<file path="src/rtl/pnr_window_discriminator_if.sv">
// Event-side bus of the PNR window discriminator: trigger, ADC sample, per-event config and results.
// The slave modport is the discriminator; the master modport drives trigger/config and consumes results.
interface pnr_window_discriminator_if #(
  parameter int DW     = 14,
  parameter int NLEVEL = 8,
  parameter int CW     = 4,
  parameter int HCW    = 32
);
  logic                     trigger;
  logic signed [DW-1:0]     pnr_source_sig;
  logic                     mode;
  logic [15:0]              delay_len;
  logic [15:0]              window_len;
  logic [15:0]              hold_len;
  logic [NLEVEL*DW-1:0]     thresholds;
  logic [NLEVEL:0]          dac_logic_mask;
  logic                     clear_cnt;
  logic [CW-1:0]            hist_sel;

  logic [NLEVEL:0]          pnr_onehot;
  logic [CW-1:0]            pnr_count;
  logic                     pnr_valid;
  logic                     busy;
  logic [DW-1:0]            dac_masked_GPIO;
  logic [DW-1:0]            adc_fifo_data;
  logic                     adc_fifo_wr_en;
  logic [15:0]              missed_trig_cnt;
  logic [HCW-1:0]           hist_data;

  modport master (
    output trigger, pnr_source_sig, mode, delay_len, window_len, hold_len,
           thresholds, dac_logic_mask, clear_cnt, hist_sel,
    input  pnr_onehot, pnr_count, pnr_valid, busy, dac_masked_GPIO,
           adc_fifo_data, adc_fifo_wr_en, missed_trig_cnt, hist_data
  );

  modport slave (
    input  trigger, pnr_source_sig, mode, delay_len, window_len, hold_len,
           thresholds, dac_logic_mask, clear_cnt, hist_sel,
    output pnr_onehot, pnr_count, pnr_valid, busy, dac_masked_GPIO,
           adc_fifo_data, adc_fifo_wr_en, missed_trig_cnt, hist_data
  );
endinterface

</file>
<file path="src/rtl/pnr_window_discriminator.sv">
// Photon-number discriminator: trigger -> delay -> sample/peak window -> classify; result at T+delay+W+2.
// No backpressure: triggers while busy are dropped and counted; PNR_HIST_EN adds per-bin histogram counters.
module pnr_window_discriminator #(
  parameter int DW     = 14,
  parameter int NLEVEL = 8,
  parameter int CW     = 4,
  parameter int HCW    = 32
) (
  input  logic                    ADC_CLK,
  input  logic                    rstn_i,
  pnr_window_discriminator_if.slave bus
);

  typedef enum logic [1:0] {IDLE, WAIT, INTEG, CLASSIFY} state_t;

  state_t               state;
  logic [15:0]          cnt_q;
  logic [15:0]          win_m1_q;
  logic [15:0]          hold_lat_q;
  logic [15:0]          hold_cnt_q;
  logic [NLEVEL*DW-1:0] thr_lat_q;
  logic signed [DW-1:0] peak_q;
  logic                 first_q;

  logic [NLEVEL:0]      onehot_q;
  logic [CW-1:0]        count_q;
  logic                 valid_q;
  logic [DW-1:0]        dac_q;
  logic [DW-1:0]        fifo_dat_q;
  logic [15:0]          missed_q;

  logic [15:0]          win_m1_in;
  logic [CW-1:0]        n_cls;
  logic [NLEVEL:0]      onehot_cls;
  logic                 gate_cls;
  logic                 trig_accept;

  localparam logic [DW-1:0] DAC_FULL = {1'b0, {(DW-1){1'b1}}};

  assign trig_accept = bus.trigger && (state == IDLE);

  // Window length 0 behaves as 1; single-sample mode always uses one cycle.
  always_comb begin
    win_m1_in = 16'd0;
    if (bus.mode && (bus.window_len != 16'd0))
      win_m1_in = bus.window_len - 16'd1;
  end

  always_comb begin
    n_cls = '0;
    for (int k = 0; k < NLEVEL; k++)
      if ($signed(thr_lat_q[k*DW +: DW]) < peak_q)
        n_cls = n_cls + CW'(1);
    onehot_cls        = '0;
    onehot_cls[n_cls] = 1'b1;
    gate_cls          = |(bus.dac_logic_mask & onehot_cls);
  end

  always_ff @(posedge ADC_CLK or negedge rstn_i) begin
    if (!rstn_i) begin
      state      <= IDLE;
      cnt_q      <= '0;
      win_m1_q   <= '0;
      hold_lat_q <= '0;
      hold_cnt_q <= '0;
      thr_lat_q  <= '0;
      peak_q     <= '0;
      first_q    <= 1'b0;
      onehot_q   <= '0;
      count_q    <= '0;
      valid_q    <= 1'b0;
      dac_q      <= '0;
      fifo_dat_q <= '0;
    end else begin
      valid_q <= 1'b0;
      if (hold_cnt_q != 16'd0) begin
        hold_cnt_q <= hold_cnt_q - 16'd1;
        if (hold_cnt_q == 16'd1) begin
          onehot_q <= '0;
          count_q  <= '0;
          dac_q    <= '0;
        end
      end
      case (state)
        IDLE: begin
          if (trig_accept) begin
            win_m1_q   <= win_m1_in;
            hold_lat_q <= bus.hold_len;
            thr_lat_q  <= bus.thresholds;
            first_q    <= 1'b1;
            hold_cnt_q <= '0;
            onehot_q   <= '0;
            count_q    <= '0;
            dac_q      <= '0;
            fifo_dat_q <= '0;
            if (bus.delay_len == 16'd0) begin
              state <= INTEG;
              cnt_q <= win_m1_in;
            end else begin
              state <= WAIT;
              cnt_q <= bus.delay_len - 16'd1;
            end
          end
        end
        WAIT: begin
          if (cnt_q == 16'd0) begin
            state <= INTEG;
            cnt_q <= win_m1_q;
          end else begin
            cnt_q <= cnt_q - 16'd1;
          end
        end
        INTEG: begin
          first_q <= 1'b0;
          if (first_q || (bus.pnr_source_sig > peak_q))
            peak_q <= bus.pnr_source_sig;
          if (cnt_q == 16'd0)
            state <= CLASSIFY;
          else
            cnt_q <= cnt_q - 16'd1;
        end
        CLASSIFY: begin
          onehot_q   <= onehot_cls;
          count_q    <= n_cls;
          dac_q      <= gate_cls ? DAC_FULL : '0;
          fifo_dat_q <= peak_q;
          valid_q    <= 1'b1;
          hold_cnt_q <= hold_lat_q;
          state      <= IDLE;
        end
        default: state <= IDLE;
      endcase
    end
  end

  // Clear has priority over a coincident dropped trigger.
  always_ff @(posedge ADC_CLK or negedge rstn_i) begin
    if (!rstn_i)
      missed_q <= '0;
    else if (bus.clear_cnt)
      missed_q <= '0;
    else if (bus.trigger && (state != IDLE) && (missed_q != 16'hFFFF))
      missed_q <= missed_q + 16'd1;
  end

  logic [HCW-1:0] hist_rd;

`ifdef PNR_HIST_EN
  logic [HCW-1:0] hist_q [NLEVEL+1];

  always_ff @(posedge ADC_CLK or negedge rstn_i) begin
    if (!rstn_i) begin
      for (int b = 0; b <= NLEVEL; b++)
        hist_q[b] <= '0;
      hist_rd <= '0;
    end else begin
      if (bus.clear_cnt) begin
        for (int b = 0; b <= NLEVEL; b++)
          hist_q[b] <= '0;
      end else if ((state == CLASSIFY) && (hist_q[n_cls] != {HCW{1'b1}})) begin
        hist_q[n_cls] <= hist_q[n_cls] + HCW'(1);
      end
      hist_rd <= (int'(bus.hist_sel) <= NLEVEL) ? hist_q[bus.hist_sel] : '0;
    end
  end
`else
  logic unused_hist_sel;
  assign unused_hist_sel = ^bus.hist_sel;
  assign hist_rd         = '0;
`endif

  assign bus.pnr_onehot      = onehot_q;
  assign bus.pnr_count       = count_q;
  assign bus.pnr_valid       = valid_q;
  assign bus.busy            = (state != IDLE);
  assign bus.dac_masked_GPIO = dac_q;
  assign bus.adc_fifo_data   = fifo_dat_q;
  assign bus.adc_fifo_wr_en  = valid_q;
  assign bus.missed_trig_cnt = missed_q;
  assign bus.hist_data       = hist_rd;

endmodule

</file>
<file path="src/flat_wrapper.sv">
// flat-port wrapper written by rule: the top's interface ports become plain ports
module pnr_window_discriminator_flat 
#(
  parameter int DW     = 14,
  parameter int NLEVEL = 8,
  parameter int CW     = 4,
  parameter int HCW    = 32
)
  (ADC_CLK, rstn_i, bus_trigger, bus_pnr_source_sig, bus_mode, bus_delay_len, bus_window_len, bus_hold_len, bus_thresholds, bus_dac_logic_mask, bus_clear_cnt, bus_hist_sel, bus_pnr_onehot, bus_pnr_count, bus_pnr_valid, bus_busy, bus_dac_masked_GPIO, bus_adc_fifo_data, bus_adc_fifo_wr_en, bus_missed_trig_cnt, bus_hist_data);
  pnr_window_discriminator_if #(.DW(DW), .NLEVEL(NLEVEL), .CW(CW), .HCW(HCW)) bus_i ();
  input  logic ADC_CLK;
  input  logic rstn_i;
  input wire logic [$bits(bus_i.trigger)-1:0] bus_trigger;
  input wire logic [$bits(bus_i.pnr_source_sig)-1:0] bus_pnr_source_sig;
  input wire logic [$bits(bus_i.mode)-1:0] bus_mode;
  input wire logic [$bits(bus_i.delay_len)-1:0] bus_delay_len;
  input wire logic [$bits(bus_i.window_len)-1:0] bus_window_len;
  input wire logic [$bits(bus_i.hold_len)-1:0] bus_hold_len;
  input wire logic [$bits(bus_i.thresholds)-1:0] bus_thresholds;
  input wire logic [$bits(bus_i.dac_logic_mask)-1:0] bus_dac_logic_mask;
  input wire logic [$bits(bus_i.clear_cnt)-1:0] bus_clear_cnt;
  input wire logic [$bits(bus_i.hist_sel)-1:0] bus_hist_sel;
  output wire logic [$bits(bus_i.pnr_onehot)-1:0] bus_pnr_onehot;
  output wire logic [$bits(bus_i.pnr_count)-1:0] bus_pnr_count;
  output wire logic [$bits(bus_i.pnr_valid)-1:0] bus_pnr_valid;
  output wire logic [$bits(bus_i.busy)-1:0] bus_busy;
  output wire logic [$bits(bus_i.dac_masked_GPIO)-1:0] bus_dac_masked_GPIO;
  output wire logic [$bits(bus_i.adc_fifo_data)-1:0] bus_adc_fifo_data;
  output wire logic [$bits(bus_i.adc_fifo_wr_en)-1:0] bus_adc_fifo_wr_en;
  output wire logic [$bits(bus_i.missed_trig_cnt)-1:0] bus_missed_trig_cnt;
  output wire logic [$bits(bus_i.hist_data)-1:0] bus_hist_data;
  assign bus_i.trigger = bus_trigger;
  assign bus_i.pnr_source_sig = bus_pnr_source_sig;
  assign bus_i.mode = bus_mode;
  assign bus_i.delay_len = bus_delay_len;
  assign bus_i.window_len = bus_window_len;
  assign bus_i.hold_len = bus_hold_len;
  assign bus_i.thresholds = bus_thresholds;
  assign bus_i.dac_logic_mask = bus_dac_logic_mask;
  assign bus_i.clear_cnt = bus_clear_cnt;
  assign bus_i.hist_sel = bus_hist_sel;
  assign bus_pnr_onehot = bus_i.pnr_onehot;
  assign bus_pnr_count = bus_i.pnr_count;
  assign bus_pnr_valid = bus_i.pnr_valid;
  assign bus_busy = bus_i.busy;
  assign bus_dac_masked_GPIO = bus_i.dac_masked_GPIO;
  assign bus_adc_fifo_data = bus_i.adc_fifo_data;
  assign bus_adc_fifo_wr_en = bus_i.adc_fifo_wr_en;
  assign bus_missed_trig_cnt = bus_i.missed_trig_cnt;
  assign bus_hist_data = bus_i.hist_data;
  pnr_window_discriminator #(.DW(DW), .NLEVEL(NLEVEL), .CW(CW), .HCW(HCW)) u_core (.ADC_CLK(ADC_CLK), .rstn_i(rstn_i), .bus(bus_i));
endmodule
</file>
<file path="config.mk">
export PLATFORM = sky130hd
export DESIGN_NAME = pnr_window_discriminator_flat
export DESIGN_NICKNAME = d
export VERILOG_FILES = /design/src/rtl/pnr_window_discriminator_if.sv /design/src/rtl/pnr_window_discriminator.sv /design/src/flat_wrapper.sv
export SDC_FILE = /design/constraint.sdc
export NUM_CORES = 1
export LEC_CHECK = 0
export CELL_PAD_IN_SITES_DETAIL_PLACEMENT = 0
export CELL_PAD_IN_SITES_GLOBAL_PLACEMENT = 2
export CORE_MARGIN = 5
export CORE_UTILIZATION = 36
export DETAILED_ROUTE_END_ITERATION = 12
export PLACE_DENSITY = 0.83
export REMOVE_ABC_BUFFERS = 1
export SYNTH_ARGS = -nofsm -noshare
export SYNTH_HDL_FRONTEND = slang
export SYNTH_SLANG_ARGS = --single-unit
</file>
<file path="constraint.sdc">
create_clock -name ADC_CLK -period 18.55 [get_ports ADC_CLK]
set_input_delay 3.71 -clock ADC_CLK [delete_from_list [all_inputs] [get_ports ADC_CLK]]
set_output_delay 3.71 -clock ADC_CLK [all_outputs]
set_load 0.03 [all_outputs]
</file>
Yosys cells after proc, flatten, opt, wreduce, memory -nomap -nowiden
Cells that the tools add are included.
- register bits after elaboration: 251
- input port bits: 192
- output and inout bits: 92
- logic and storage cells: 114
- add/subtract/negate cells: 12
- $lt $le $gt $ge: 11
- equal/unequal tests: 9
- mux-type cells: 44
- bitwise operators: 1
- reduce and logical (&&, ||, !) cells: 23
- operators with widths (operator ; count):
    16-bit 2-to-1 mux ; 9
    14-bit < comparator ; 8
    16-bit by 1-bit subtractor with 16-bit output, second input constant ; 4
    14-bit 2-to-1 mux ; 4
    14-bit case mux with 2 select lines ; 2
    16-bit case mux with 3 select lines ; 1
    4-bit 2-to-1 mux ; 10
    16-bit zero test ; 2
    16-bit case mux with 2 select lines ; 1
    16-bit nonzero test ; 2
    9-bit 2-to-1 mux ; 3
    4-bit by 1-bit adder with 4-bit output, second input constant ; 6
    9-bit case mux with 2 select lines ; 1
    16-bit by 1-bit adder with 16-bit output, second input constant ; 1
    16-bit by 1-bit equality test with 1-bit output, second input constant ; 1
    16-bit inequality test, second input constant ; 1
    14-bit > comparator ; 1
    13-bit 2-to-1 mux ; 1
    9-bit AND ; 1
    9-bit OR reduction ; 1
    2-bit 2-to-1 mux ; 4
    2-bit case mux with 4 select lines ; 1
    4-bit case mux with 2 select lines ; 1
    2-bit AND reduction ; 4
    16 further kinds ; 30

Logic depth before layout (Yosys ltp)
Gate-level depths: netlist of run 1.
- word-level depth: 24
- gate-level depth with buffers: 39
- gate-level depth less buffers: 38

Worst setup path after synthesis of run 1
No wires, ideal clock.
- kind: register to register
- from: register u_core.peak_q[1]
- to: register u_core.dac_q[0] (netlist: u_core.bus.dac_masked_GPIO[0])
- library setup time: 0.066 ns
- data arrival time: 6.599 ns
- data required time: 18.484 ns
- setup slack: 11.884 ns
- cell stages (with the launch flop): 37
- path buffers: 1
- clock period less this slack: 6.666 ns
- path through: dfrtp_1 > inv_1 > ha_1 > a21o_1 > a21o_1 > a21o_1 > a21oi_1 > nor2b_1 > o21ai_0 > nand2b_1 > a21oi_1 > nor2b_1 > o21ai_0 > a221oi_1 > ha_1 > xnor2_2 > inv_1 > ha_1 > nand2_1 > nand2_1 > ha_1 > a21oi_1 > a31oi_1 > ha_1 > inv_1 > nor2_1 > a21o_1 > ha_1 > mux2_2 > a31o_2 > ha_1 > mux2_2 > a31o_2 > a211o_1 > a211o_1 > buf_6 > nand2_1
- cells in the longest elaborated chain, start to end: 24
- elaborated cells between the ends (all ways): 32
- those cells by class: add/sub (7); order compare (10); mux (12); bitwise (1); reduce/logical (2)
- RTL lines (element ; RTL line ; source):
    start, declared ; pnr_window_discriminator.sv:22 ; logic signed [DW-1:0] peak_q;
    start signal, assigned ; pnr_window_discriminator.sv:116 ; peak_q <= bus.pnr_source_sig;
    14-bit < comparator ; pnr_window_discriminator.sv:52 ; if ($signed(thr_lat_q[k*DW +: DW]) < peak_q)
    1-bit 2-to-1 mux ; pnr_window_discriminator.sv:52 ;
    1-bit by 1-bit adder with 2-bit output ; pnr_window_discriminator.sv:53 ; n_cls = n_cls + CW'(1);
    4-bit 2-to-1 mux ; pnr_window_discriminator.sv:52 ;
    4-bit by 1-bit adder with 4-bit output ; pnr_window_discriminator.sv:53 ;
    4-bit 2-to-1 mux ; pnr_window_discriminator.sv:52 ;
    4-bit by 1-bit adder with 4-bit output ; pnr_window_discriminator.sv:53 ;
    4-bit 2-to-1 mux ; pnr_window_discriminator.sv:52 ;
    (+8 left out) ; -- ;
    4-bit by 5-bit < comparator with 1-bit output (not written as such) / 4-bit by 1-bit greater-or-equal comparator with 1-bit output (equally long branches) ; pnr_window_discriminator.sv:55 ; onehot_cls[n_cls] = 1'b1;
    1-bit logical AND (not written as such) ; pnr_window_discriminator.sv:55 ;
    1-bit 2-to-1 mux (not written as such) ; pnr_window_discriminator.sv:55 ;
    1-bit demux with 4-bit select * ; -- ;
    9-bit AND * ; pnr_window_discriminator.sv:56 ; gate_cls = |(bus.dac_logic_mask & onehot_cls);
    9-bit OR reduction * ; pnr_window_discriminator.sv:56 ;
    13-bit 2-to-1 mux * ; pnr_window_discriminator.sv:125 ; dac_q <= gate_cls ? DAC_FULL : '0;
    14-bit case mux with 2 select lines * ; pnr_window_discriminator.sv:84 ; case (state)
    end signal, assigned ; pnr_window_discriminator.sv:125 ;
    end, declared ; pnr_window_discriminator.sv:28 ; logic [DW-1:0] dac_q;
Mark *: on every way between the ends. The rest lies on a longest branch, timed or not.
A chain may end at the register's enable or synchronous reset.

Worst setup path after layout of run 1
- from: register u_core.peak_q[1]
- to: register u_core.dac_q[6] (netlist: u_core.bus.dac_masked_GPIO[6])
Same word-level chain as after synthesis.

==> impl_table.tex, run 1 <==
\begin{tabular}{lr}
\hline
Metric & Value \\
\hline
\multicolumn{2}{l}{\textbf{Floorplan}} \\
FP Rows & 74 \\
Horiz. Die Dim & 213 um \\
Initial Util & 0.364 \\
Total die area & 0.0455 mm\^{}2 \\
CORE AREA & 0.0408 mm\^{}2 \\
Die H & 213 um \\
IO Count & 284 \\
\multicolumn{2}{l}{\textbf{Setup path}} \\
Most common cell type on the critical path & ha\_1 \\
Cell at the slowest stage of the critical path & a2111oi\_1 \\
Kind of cell with the highest combined delay on the critical path & compound AO/OA/AOI/OAI gates \\
R2R cell count & 35 \\
Category of the critical setup timing path & reg -> reg \\
Logic depth of the worst path, buffers included & 35 \\
Buffers plus inverters on the worst setup path & 3 \\
Endpoint kind of the worst setup timing path & flip-flop \\
Maximum single-stage delay on the critical path & 0.70 ns \\
CP startpoint kind & flip-flop \\
Arrival time of data at the critical path endpoint & 8.67 ns \\
Required time reported for the critical path endpoint & 18.97 ns \\
Largest fanout on the critical path & 18 \\
\multicolumn{2}{l}{\textbf{Synth}} \\
EDFF count, synth & 0 \\
Post-synthesis register bit count & 251 \\
Netlist cell types & 75 \\
Fraction of the yosys area taken by sequential cells & 0.422 \\
Post-synthesis area per instance & 10.5 um\^{}2 \\
Main synth FF type & dfrtp\_1 \\
Proportion of synthesized flip-flops having asynchronous set or reset & 1.00 \\
Mapped Area & 0.0149 mm\^{}2 \\
Largest cells by area after synthesis & dfrtp\_1 (42\%), ha\_1 (12\%), mux2\_2 (11\%) \\
Library cell occupying the most area in the post-synthesis netlist & dfrtp\_1 \\
Synth warnings & 0 \\
Share of the synthesized area in the top cell type & 0.422 \\
Post-synthesis cell count & 1420 \\
Most used standard cell by instance count after synthesis & dfrtp\_1 \\
Top post-synthesis cells by count & dfrtp\_1 (251), mux2\_2 (145), nand2\_1 (140) \\
\multicolumn{2}{l}{\textbf{GRT}} \\
First-pass GRT wire length & 64800 um \\
Total track usage & 0.179 \\
Maximum number of pins on one net before global-route repair & 84 \\
Initial antenna violation count & 4 \\
Via count of the first global-routing pass & 11.7k \\
Sum of overflow across all layers after global routing & 0 \\
\multicolumn{2}{l}{\textbf{Power and ir drop}} \\
Worst vdd rail ir drop & 0.000210 V \\
PwrDens & 227 mW/mm\^{}2 \\
Leakage & 8.20 nW \\
Total power & 4.27 mW \\
\multicolumn{2}{l}{\textbf{Placement}} \\
Count of input and output buffers & 247 \\
Pre-CTS worst setup slack & 10.25 ns \\
HPWL after detailed placement & 30500 um \\
DP Area & 0.0178 mm\^{}2 \\
Weighted congestion reported at the end of routability-driven placement & 0.822 \\
\multicolumn{2}{l}{\textbf{Route}} \\
Drc violations & 0 \\
Wirelength per Cell & 18.5 um \\
Number of vias after detailed routing & 11.2k \\
Total routed wirelength & 41200 um \\
Detailed-routing iteration count for the pre-antenna-repair pass & 4 \\
1st-iter DRT viols & 447 \\
Number of nets still failing antenna checks after routing & 0 \\
Drt via density & 5.06 \\
\multicolumn{2}{l}{\textbf{CTS}} \\
Cell at the root of the clock tree & clkbuf\_16 \\
Hold Buf Count CTS & 0 \\
Clock buffer count from CTS & 31 \\
Post-CTS setup repair buffer count & 0 \\
Number of clock sinks seen by CTS & 251 \\
Clock-pin transition on the worst setup and hold timing paths & 0.06 ns \\
Number of gates resized after cts & 0 \\
TritonCTS clock tree & yes \\
Number of buffers on the longest clock path & 3 \\
Clock insertion delay at the later pin of the skew report & 0.57 ns \\
CTS H-Tree Depth & 1 \\
\multicolumn{2}{l}{\textbf{Hold path}} \\
Tightest Hold Check Type & reg -> reg \\
Cell depth of the worst hold path & 2 \\
\multicolumn{2}{l}{\textbf{Layout}} \\
Area added between synthesis and finish & 26.4\% \\
Share of the core filled with cells in the final layout & 0.461 \\
Fraction of layout cells with a size suffix above 1 & 0.135 \\
Non-Filler Cell Area, Final & 0.0188 mm\^{}2 \\
Number of nets in the layout & 1992 \\
\multicolumn{2}{l}{\textbf{STA}} \\
Largest clock skew in the final design & 0.0174 ns \\
Post-layout min period & 8.24 ns \\
Slew at the pin closest to its max-slew limit & 1.07 ns \\
Worst Slack Setup Final & 10.31 ns \\
Sum of negative setup slack & 0 ns \\
Setup repair after global routing missed its margin & no \\
Maximum clock rate & 0.121 GHz \\
Headroom to the max-slew limit & 0.284 \\
Final number of setup-violating endpoints & 0 \\
Max-slew violation count & 0 \\
Hold violation total from the final report & 0 \\
Final worst path period share & 0.444 \\
\multicolumn{2}{l}{\textbf{Status}} \\
Outcome & completed \\
\multicolumn{2}{l}{\textbf{Flow run}} \\
Maxcap violations & 0 \\
\hline
\end{tabular}
per-stage QoR:
step | std cells | hold WS, ns
3_3_place_gp | 2161 | 0.455
2_1_floorplan | 1371 | 0.444
4_1_cts | 2217 | 0.477
5_1_grt | 2221 | 0.491
3_5_place_dp | 2161 | 0.465
6_report | 2221 | 0.472
placed cells by master, fill, tap and decap left out, types with 13 or more instances in the layout:
cell	count
xor2_1	27
nand2b_1	18
nor4_1	13
dfrtp_1	251
nand3_1	19
clkdlybuf4s50_1	246
nor2_1	68
ha_1	138
clkbuf_16	31
nand2_1	139
mux2_2	145
a22o_1	23
a21oi_1	59
nor3_1	28
o31ai_1	19
o21ai_0	93
inv_1	45
nor2b_1	16
nand4_1	14
a211oi_1	16
conb_1	32
xnor2_1	42
a21o_1	20
a22oi_1	13
cell families after synthesis:
logic type	Yosys count	share of synthesized area
AOI/OAI and AO/OA	312	0.139
DFF	251	0.422
muxes	148	0.112
other	1	0.000252
adders and majority gates	138	0.116
buffers and inverters	125	0.0406
and+or+nand+nor	372	0.123
xor gates and xnor gates	73	0.0468
final timing paths:
check | startpoint | end | slack (ns)
worst max-delay path | u_core.peak_q[1] | u_core.bus.dac_masked_GPIO[6] | 10.31
worst min-delay path | u_core.hold_lat_q[8] | u_core.hold_cnt_q[8] | 0.47
worst max register to register | u_core.peak_q[1] | u_core.bus.dac_masked_GPIO[6] | 10.31
worst min register to register | u_core.hold_lat_q[8] | u_core.hold_cnt_q[8] | 0.47
max in group asynchronous | rstn_i | u_core.bus.missed_trig_cnt[0] | 14.16
min in group asynchronous | rstn_i | u_core.thr_lat_q[11] | 3.06
metal layers:
| metal | wire, um | global-route usage | part of all wire | vias up |
|---|---|---|---|---|
| li1 | - | - | - | 5583 |
| met1 | 18500 | 0.241 | 0.45 | 5407 |
| met2 | 20000 | 0.309 | 0.48 | 198 |
| met3 | 1850 | 0.0200 | 0.045 | 49 |
| met4 | 859 | 0.0447 | 0.021 | 0 |
| met5 | 0 | 0 | 0 | - |
sequential cells by signal, indices dropped and copies added, names as in the netlist, 16 cells and up:
register	count
u_core.bus.missed_trig_cnt	16
u_core.cnt_q	16
u_core.hold_cnt_q	16
u_core.hold_lat_q	16
u_core.thr_lat_q	112
u_core.win_m1_q	16
worst register-to-register path: cells and delay by family (launching register included):
family,cells,cell delay (ns)
and+or+nand+nor,9,0.79
buffers and inverters,3,0.49
DFF,1,0.39
AOI/OAI and AO/OA,15,3.85
adders and majority gates,6,1.84
xor gates and xnor gates,2,0.73
where the power goes:
part	switching, mW	internal (mW)	total [mW]
sequential	0.151	0.786	0.938
clock	0.242	0.356	0.598
combinational	1.53	1.20	2.73
total	1.92	2.34	4.27
final cells by class:
type,instances,area (um^2)
diodes,4,10.0
clock buffers,39,826
clock inverters,17,175
fillers,3922,22000
inverters,45,169
multi-input cells,1075,8120
flip-flops and latches,251,6280
well taps,532,666
repair buffers,258,2560
Power figures use the tool's default switching activity.
==> inputs of run 2 (changes only) <==
--- a/config.mk
+++ b/config.mk
@@ -8,9 +8,9 @@
 export CELL_PAD_IN_SITES_DETAIL_PLACEMENT = 0
 export CELL_PAD_IN_SITES_GLOBAL_PLACEMENT = 2
 export CORE_MARGIN = 5
-export CORE_UTILIZATION = 36
+export CORE_UTILIZATION = 34
 export DETAILED_ROUTE_END_ITERATION = 12
-export PLACE_DENSITY = 0.83
+export PLACE_DENSITY = 0.79
 export REMOVE_ABC_BUFFERS = 1
 export SYNTH_ARGS = -nofsm -noshare
 export SYNTH_HDL_FRONTEND = slang
==> constraint.sdc (replaced) <==
create_clock -name ADC_CLK -period 7.9 [get_ports ADC_CLK]
set_input_delay 1.58 -clock ADC_CLK [delete_from_list [all_inputs] [get_ports ADC_CLK]]
set_output_delay 1.58 -clock ADC_CLK [all_outputs]
set_load 0.03 [all_outputs]
==> run 2 against run 1 <==
  * Cell area is 2.0% higher
  * Worst setup slack lost 9.6 ns
  * Critical path type unchanged
  * Combinational power rose by 140%
  * Largest cell class unchanged
  * Core utilization shrank 1.6 points
  * Critical endpoint is now u_core.bus.dac_masked_GPIO[10]
==> impl_table.tex, run 2 (synthesis results as in run 1) <==
\begin{tabular}{lr}
\hline
Metric & Value \\
\hline
\multicolumn{2}{l}{\textbf{Setup path}} \\
Reg-to-reg critical path startpoint & u\_core.peak\_q[1] (unchanged) \\
Slack of the worst reg-to-reg path & 0.66 ns (was 10.31 ns) \\
Arrival time of data at the critical path endpoint & 7.69 ns (was 8.67 ns) \\
Largest fanout on the critical path & 13 (was 18) \\
R2R cell count & 37 (was 35) \\
Most common cell type on the critical path & ha\_1 (unchanged) \\
CP startpoint kind & flip-flop (unchanged) \\
Reg-to-reg endpoint & u\_core.bus.dac\_masked\_GPIO[10] (was u\_core.bus.dac\_masked\_GPIO[6]) \\
Cell at the slowest stage of the critical path & a211o\_2 (was a2111oi\_1) \\
Maximum single-stage delay on the critical path & 0.45 ns (was 0.70 ns) \\
Required time reported for the critical path endpoint & 8.36 ns (was 18.97 ns) \\
Category of the critical setup timing path & reg -> reg (unchanged) \\
Endpoint kind of the worst setup timing path & flip-flop (unchanged) \\
\multicolumn{2}{l}{\textbf{Power and ir drop}} \\
Net Sw Power & 4.60 mW (was 1.92 mW) \\
Worst vdd rail ir drop & 0.000464 V (was 0.000210 V) \\
Switching share of total power & 0.441 (was 0.451) \\
Share of power burned in the clock network & 0.156 (was 0.140) \\
Leakage & 8.37 nW (was 8.20 nW) \\
Share of power burned in combinational logic & 0.634 (was 0.640) \\
Sequential share of power & 0.210 (was 0.220) \\
PwrDens & 544 mW/mm\^{}2 (was 227 mW/mm\^{}2) \\
Internal portion of total power & 5.84 mW (was 2.34 mW) \\
\multicolumn{2}{l}{\textbf{Route}} \\
Number of nets still failing antenna checks after routing & 0 (unchanged) \\
Detailed-routing iteration count for the pre-antenna-repair pass & 5 (was 4) \\
1st-iter DRT viols & 633 (was 447) \\
Wirelength per Cell & 18.5 um (about the same) \\
Drc violations & 0 (unchanged) \\
Drt via density & 4.97 (was 5.06) \\
Number of vias after detailed routing & 11.4k (was 11.2k) \\
Total routed wirelength & 42400 um (was 41200 um) \\
\multicolumn{2}{l}{\textbf{GRT}} \\
Met1 track demand over resource in global routing & 0.233 (was 0.241) \\
M3 GR Usage & 0.0283 (was 0.0200) \\
Initial antenna violation count & 2 (was 4) \\
Via count of the first global-routing pass & 11.8k (was 11.7k) \\
First-pass GRT wire length & 66500 um (was 64800 um) \\
Maximum number of pins on one net before global-route repair & 124 (was 84) \\
GR Layer Usage met2 & 0.299 (was 0.309) \\
Gr busiest metal & met2 (unchanged) \\
Total track usage & 0.176 (was 0.179) \\
Sum of overflow across all layers after global routing & 0 (unchanged) \\
\multicolumn{2}{l}{\textbf{Floorplan}} \\
Initial Util & 0.344 (was 0.364) \\
Total die area & 0.0480 mm\^{}2 (was 0.0455 mm\^{}2) \\
Horiz. Die Dim & 219 um (was 213 um) \\
FP Rows & 76 (was 74) \\
Die H & 219 um (was 213 um) \\
CORE AREA & 0.0432 mm\^{}2 (was 0.0408 mm\^{}2) \\
IO Count & 284 (unchanged) \\
\multicolumn{2}{l}{\textbf{Layout}} \\
Most common cell after layout, fill and taps aside & dfrtp\_1 (unchanged) \\
Combined area of the multi-input logic cells & 0.00813 mm\^{}2 (was 0.00812 mm\^{}2) \\
Area added between synthesis and finish & 29.0\% (was 26.4\%) \\
Fraction of layout cells with a size suffix above 1 & 0.146 (was 0.135) \\
Sequential cell area & 0.00628 mm\^{}2 (unchanged) \\
Register with the most flip-flops & u\_core.thr\_lat\_q (unchanged) \\
Total of fill cells in the finished design & 4190 (was 3922) \\
Non-Filler Cell Area, Final & 0.0192 mm\^{}2 (was 0.0188 mm\^{}2) \\
Most frequent cells in the layout & dfrtp\_1 (251), clkdlybuf4s50\_1 (246), mux2\_2 (145) (unchanged) \\
Flip-flop count of the largest register after layout & 112 (unchanged) \\
Number of nets in the layout & 2008 (was 1992) \\
\multicolumn{2}{l}{\textbf{Hold path}} \\
Cell depth of the worst hold path & 2 (unchanged) \\
Startpoint of the most critical hold path & u\_core.hold\_lat\_q[10] (was u\_core.hold\_lat\_q[8]) \\
Tightest Hold Check Type & reg -> reg (unchanged) \\
Min-Delay Endpoint & u\_core.hold\_cnt\_q[10] (was u\_core.hold\_cnt\_q[8]) \\
\multicolumn{2}{l}{\textbf{STA}} \\
Setup repair after global routing missed its margin & no (unchanged) \\
Slew at the pin closest to its max-slew limit & 1.08 ns (was 1.07 ns) \\
Maximum clock rate & 0.138 GHz (was 0.121 GHz) \\
Post-layout min period & 7.24 ns (was 8.24 ns) \\
Max-slew violation count & 0 (unchanged) \\
Largest clock skew in the final design & 0.0126 ns (was 0.0174 ns) \\
Final worst path period share & 0.916 (was 0.444) \\
Headroom to the max-slew limit & 0.276 (was 0.284) \\
Worst Slack Setup Final & 0.664 ns (was 10.31 ns) \\
Sum of negative setup slack & 0 ns (unchanged) \\
Hold violation total from the final report & 0 (unchanged) \\
Final number of setup-violating endpoints & 0 (unchanged) \\
\multicolumn{2}{l}{\textbf{CTS}} \\
Hold Buf Count CTS & 0 (unchanged) \\
CTS H-Tree Depth & 2 (was 1) \\
Clock insertion delay at the later pin of the skew report & 0.52 ns (was 0.57 ns) \\
Clock-pin transition on the worst setup and hold timing paths & 0.06 ns (about the same) \\
TritonCTS clock tree & yes (unchanged) \\
Number of clock sinks seen by CTS & 251 (unchanged) \\
Number of buffers on the longest clock path & 3 (unchanged) \\
Cell at the root of the clock tree & clkbuf\_16 (unchanged) \\
Clock buffer count from CTS & 34 (was 31) \\
\multicolumn{2}{l}{\textbf{Placement}} \\
DP Area & 0.0179 mm\^{}2 (was 0.0178 mm\^{}2) \\
Pre-CTS worst setup slack & 0.407 ns (was 10.25 ns) \\
Count of input and output buffers & 247 (unchanged) \\
Weighted congestion reported at the end of routability-driven placement & 0.810 (was 0.822) \\
HPWL after detailed placement & 31500 um (was 30500 um) \\
\multicolumn{2}{l}{\textbf{Flow run}} \\
Maxcap violations & 0 (unchanged) \\
\multicolumn{2}{l}{\textbf{Status}} \\
Outcome & completed (unchanged) \\
\hline
\end{tabular}
==> run 2: cell count changes in the layout (fill, tap and decap cells not counted), sizes merged <==
cell and change:
clkbuf +14, buf +13, clkinv -5, clkinvlp -3, bufinv +1, diode -1, inv -1
==> run 2: power groups by stage <==
stage / logic (mW) / clock network (mW) / registers [mW]
after global placement: 6.41 / 0 / 2.20
after detailed placement: 6.55 / 0 / 2.21
after CTS: 6.59 / 1.69 / 2.20
after global routing: 7.44 / 1.74 / 2.27
final: 6.61 / 1.63 / 2.20
after floorplan: 4.74 / 0 / 2.22
==> run 2: worst max path at each step <==
stage / startpoint / endpoint / cells after the start
after floorplan: u_core.peak_q[1] / u_core.bus.dac_masked_GPIO[0] / 36
after global placement: u_core.peak_q[1] / u_core.bus.dac_masked_GPIO[7] / 35
after detailed placement: u_core.peak_q[1] / u_core.bus.dac_masked_GPIO[0] / 35
after CTS: u_core.peak_q[1] / u_core.bus.dac_masked_GPIO[10] / 35
after global routing: u_core.peak_q[1] / u_core.bus.dac_masked_GPIO[0] / 37
final: u_core.peak_q[1] / u_core.bus.dac_masked_GPIO[10] / 37
==> run 2: critical path, delay by kind of cell (launching register included) <==
| kind | cells | cell delay [ns] |
|---|---|---|
| buf+inv | 3 | 0.21 |
| xor+xnor | 1 | 0.27 |
| simple gates | 8 | 0.77 |
| compound gates | 19 | 3.83 |
| flops | 1 | 0.38 |
| fa+ha+maj | 6 | 1.68 |
==> run 2: per-stage QoR <==
stage | hold WS (ns) | std cells | power, mW | utilization
5_1_grt | 0.511 | 2291 | 11.4 | 0.444
2_1_floorplan | 0.444 | 1371 | 6.96 | -
3_5_place_dp | 0.466 | 2224 | 8.76 | 0.415
6_report | 0.471 | 2292 | 10.4 | 0.444
4_1_cts | 0.477 | 2286 | 10.5 | 0.443
3_3_place_gp | 0.460 | 2224 | 8.62 | 0.415
==> run 2: area by class of cell <==
cell class	instances	area share
clock inverter	9	0.00757
sequential	251	0.327
timing repair buffer	271	0.139
clock buffer	53	0.0551
tap	585	0.0382
multi-input combinational	1075	0.424
inverter	45	0.00881
antenna	3	0.000391
==> run 2: what timing repair did <==
item / CTS / global route
endpoints found under the setup margin: 0 / 21
buffers inserted: 0 / 3
gates resized for setup: 0 / 5
==> run 2: metal layers <==
metal  share of wire  vias up
met5               0        -
met4           0.016        0
met3           0.040       47
met2            0.49      200
met1            0.45     5551
li1                -     5601
==> inputs of run 3 (changes only) <==
--- a/config.mk
+++ b/config.mk
@@ -8,9 +8,9 @@
 export CELL_PAD_IN_SITES_DETAIL_PLACEMENT = 0
 export CELL_PAD_IN_SITES_GLOBAL_PLACEMENT = 2
 export CORE_MARGIN = 5
-export CORE_UTILIZATION = 34
+export CORE_UTILIZATION = 33
 export DETAILED_ROUTE_END_ITERATION = 12
-export PLACE_DENSITY = 0.79
+export PLACE_DENSITY = 0.77
 export REMOVE_ABC_BUFFERS = 1
 export SYNTH_ARGS = -nofsm -noshare
 export SYNTH_HDL_FRONTEND = slang
==> run 3 against run 2 <==
  * Critical path depth stayed put
  * Sequential share of layout area is 0.47 points higher
  * First-iteration DRC count is 19% lower
  * Cell count is 0.31% lower
  * Clock-buffer cell count is 4 lower
  * Clock skew is 0.0048 ns lower
  * Die area is 2.9% higher
  * Combinational power is 1% lower
==> impl_table.tex, run 3 (synthesis results as in run 1) <==
\begin{tabular}{lr}
\hline
Metric & Value \\
\hline
\multicolumn{2}{l}{\textbf{CTS}} \\
CTS H-Tree Depth & 1 (was 2) \\
TritonCTS clock tree & yes (unchanged) \\
Hold Buf Count CTS & 0 (unchanged) \\
Clock-pin transition on the worst setup and hold timing paths & 0.06 ns (about the same) \\
Cell at the root of the clock tree & clkbuf\_16 (unchanged) \\
Clock buffer count from CTS & 30 (was 34) \\
Number of buffers on the longest clock path & 3 (unchanged) \\
Clock insertion delay at the later pin of the skew report & 0.55 ns (was 0.52 ns) \\
Number of clock sinks seen by CTS & 251 (unchanged) \\
\multicolumn{2}{l}{\textbf{STA}} \\
Setup repair after global routing missed its margin & no (unchanged) \\
Max-slew violation count & 0 (unchanged) \\
Largest clock skew in the final design & 0.00778 ns (was 0.0126 ns) \\
Final number of setup-violating endpoints & 0 (unchanged) \\
Slew at the pin closest to its max-slew limit & 1.17 ns (was 1.08 ns) \\
Final worst path period share & 0.910 (was 0.916) \\
Maximum clock rate & 0.139 GHz (was 0.138 GHz) \\
Hold violation total from the final report & 0 (unchanged) \\
Headroom to the max-slew limit & 0.220 (was 0.276) \\
Final hold slack & 0.472 ns (was 0.471 ns) \\
Sum of negative setup slack & 0 ns (unchanged) \\
Post-layout min period & 7.19 ns (was 7.24 ns) \\
\multicolumn{2}{l}{\textbf{Floorplan}} \\
Horiz. Die Dim & 222 um (was 219 um) \\
Total die area & 0.0494 mm\^{}2 (was 0.0480 mm\^{}2) \\
Initial Util & 0.335 (was 0.344) \\
IO Count & 284 (unchanged) \\
CORE AREA & 0.0444 mm\^{}2 (was 0.0432 mm\^{}2) \\
Die H & 222 um (was 219 um) \\
FP Rows & 77 (was 76) \\
\multicolumn{2}{l}{\textbf{Setup path}} \\
Maximum single-stage delay on the critical path & 0.45 ns (about the same) \\
Most common cell type on the critical path & ha\_1 (unchanged) \\
Endpoint kind of the worst setup timing path & flip-flop (unchanged) \\
Reg-to-reg endpoint & u\_core.bus.dac\_masked\_GPIO[4] (was u\_core.bus.dac\_masked\_GPIO[10]) \\
Slack of the worst reg-to-reg path & 0.71 ns (was 0.66 ns) \\
Required time reported for the critical path endpoint & 8.38 ns (was 8.36 ns) \\
Category of the critical setup timing path & reg -> reg (unchanged) \\
CP startpoint kind & flip-flop (unchanged) \\
Cell at the slowest stage of the critical path & a211o\_2 (unchanged) \\
Reg-to-reg critical path startpoint & u\_core.peak\_q[1] (unchanged) \\
R2R cell count & 37 (unchanged) \\
Arrival time of data at the critical path endpoint & 7.67 ns (was 7.69 ns) \\
Largest fanout on the critical path & 13 (unchanged) \\
\multicolumn{2}{l}{\textbf{Power and ir drop}} \\
PwrDens & 532 mW/mm\^{}2 (was 544 mW/mm\^{}2) \\
Leakage & 8.22 nW (was 8.37 nW) \\
Worst vdd rail ir drop & 0.000613 V (was 0.000464 V) \\
\multicolumn{2}{l}{\textbf{Route}} \\
Drt via density & 4.95 (was 4.97) \\
Wirelength per Cell & 18.6 um (was 18.5 um) \\
Number of nets still failing antenna checks after routing & 0 (unchanged) \\
Drc violations & 0 (unchanged) \\
Number of vias after detailed routing & 11.3k (was 11.4k) \\
Total routed wirelength & 42600 um (was 42400 um) \\
Detailed-routing iteration count for the pre-antenna-repair pass & 5 (unchanged) \\
1st-iter DRT viols & 512 (was 633) \\
\multicolumn{2}{l}{\textbf{Flow run}} \\
Maxcap violations & 0 (unchanged) \\
\multicolumn{2}{l}{\textbf{GRT}} \\
Maximum number of pins on one net before global-route repair & 143 (was 124) \\
Via count of the first global-routing pass & 11.9k (was 11.8k) \\
Initial antenna violation count & 4 (was 2) \\
Sum of overflow across all layers after global routing & 0 (unchanged) \\
First-pass GRT wire length & 67900 um (was 66500 um) \\
Total track usage & 0.168 (was 0.176) \\
\multicolumn{2}{l}{\textbf{Layout}} \\
Final Instance Count excl. Fillers & 2285 (was 2292) \\
Most common cell after layout, fill and taps aside & dfrtp\_1 (unchanged) \\
Combined area of the multi-input logic cells & 0.00813 mm\^{}2 (unchanged) \\
Non-Filler Cell Area, Final & 0.0189 mm\^{}2 (was 0.0192 mm\^{}2) \\
Register with the most flip-flops & u\_core.thr\_lat\_q (unchanged) \\
Number of nets in the layout & 2001 (was 2008) \\
Total of fill cells in the finished design & 4301 (was 4190) \\
Sequential cell area & 0.00628 mm\^{}2 (unchanged) \\
Flip-flop count of the largest register after layout & 112 (unchanged) \\
Fraction of layout cells with a size suffix above 1 & 0.138 (was 0.146) \\
Most frequent cells in the layout & dfrtp\_1 (251), clkdlybuf4s50\_1 (246), mux2\_2 (145) (unchanged) \\
Area added between synthesis and finish & 27.2\% (was 29.0\%) \\
\multicolumn{2}{l}{\textbf{Hold path}} \\
Tightest Hold Check Type & reg -> reg (unchanged) \\
Cell depth of the worst hold path & 2 (unchanged) \\
Startpoint of the most critical hold path & u\_core.hold\_lat\_q[2] (was u\_core.hold\_lat\_q[10]) \\
Min-Delay Endpoint & u\_core.hold\_cnt\_q[2] (was u\_core.hold\_cnt\_q[10]) \\
\multicolumn{2}{l}{\textbf{Placement}} \\
DP Area & 0.0179 mm\^{}2 (about the same) \\
Number of instances in the placed design & 2229 (was 2224) \\
Count of input and output buffers & 247 (unchanged) \\
HPWL after detailed placement & 31400 um (was 31500 um) \\
Weighted congestion reported at the end of routability-driven placement & 0.800 (was 0.810) \\
\multicolumn{2}{l}{\textbf{Status}} \\
Outcome & completed (unchanged) \\
\hline
\end{tabular}
==> run 3: worst max-delay path by stage <==
stage,startpoint,endpoint,cells past startpoint
after global placement,u_core.peak_q[1],u_core.bus.dac_masked_GPIO[10],35
after detailed placement,u_core.peak_q[1],u_core.bus.dac_masked_GPIO[4],35
final,u_core.peak_q[1],u_core.bus.dac_masked_GPIO[4],37
after CTS,u_core.peak_q[1],u_core.bus.dac_masked_GPIO[4],35
after floorplan,u_core.peak_q[1],u_core.bus.dac_masked_GPIO[0],36
after global routing,u_core.peak_q[1],u_core.bus.dac_masked_GPIO[4],37
==> run 3: timing repair <==
action	CTS	global route
resized for setup	0	5
buffers inserted	0	2
setup endpoints to repair	0	21
==> run 3: through the flow <==
stage | power (mW) | setup WS (ns) | utilization
2_1_floorplan | 6.96 | 1.24 | -
3_3_place_gp | 8.61 | 0.557 | 0.404
3_5_place_dp | 8.73 | 0.497 | 0.404
4_1_cts | 10.1 | 0.435 | 0.425
5_1_grt | 11.1 | 0.0137 | 0.426
6_report | 10.1 | 0.713 | 0.426
==> run 3: where the power goes <==
part	switching [mW]	internal (mW)	leakage, nW	total (mW)
combinational	3.62	2.92	4.64	6.54
clock	0.540	0.786	0.459	1.33
sequential	0.353	1.85	3.13	2.20
total	4.51	5.56	8.22	10.1
==> run 3: final cells by class <==
type                       count  share of cell area
clock buffer                  49              0.0488
inverter                      45             0.00893
multi-input combinational   1075               0.430
antenna                        3            0.000397
timing repair buffer         268               0.140
clock inverter                 2            0.000529
sequential                   251               0.332
tap                          592              0.0392
==> run 3: per-layer routing <==
layer / global-route usage / share of wire / vias to the layer above
met4: 0.0352 / 0.016 / 0
met5: 0 / 0 / -
met1: 0.229 / 0.47 / 5481
met2: 0.287 / 0.48 / 209
met3: 0.0238 / 0.038 / 38
li1: - / - / 5590
==> run 3: worst max-delay path, delay by kind of cell, from the launching register on <==
kind | cells | cell delay (ns)
AOI/OAI and AO/OA | 19 | 3.77
adders and majority gates | 6 | 1.71
and+or+nand+nor | 8 | 0.77
DFF | 1 | 0.39
xor gates and xnor gates | 1 | 0.27
buffers and inverters | 3 | 0.21
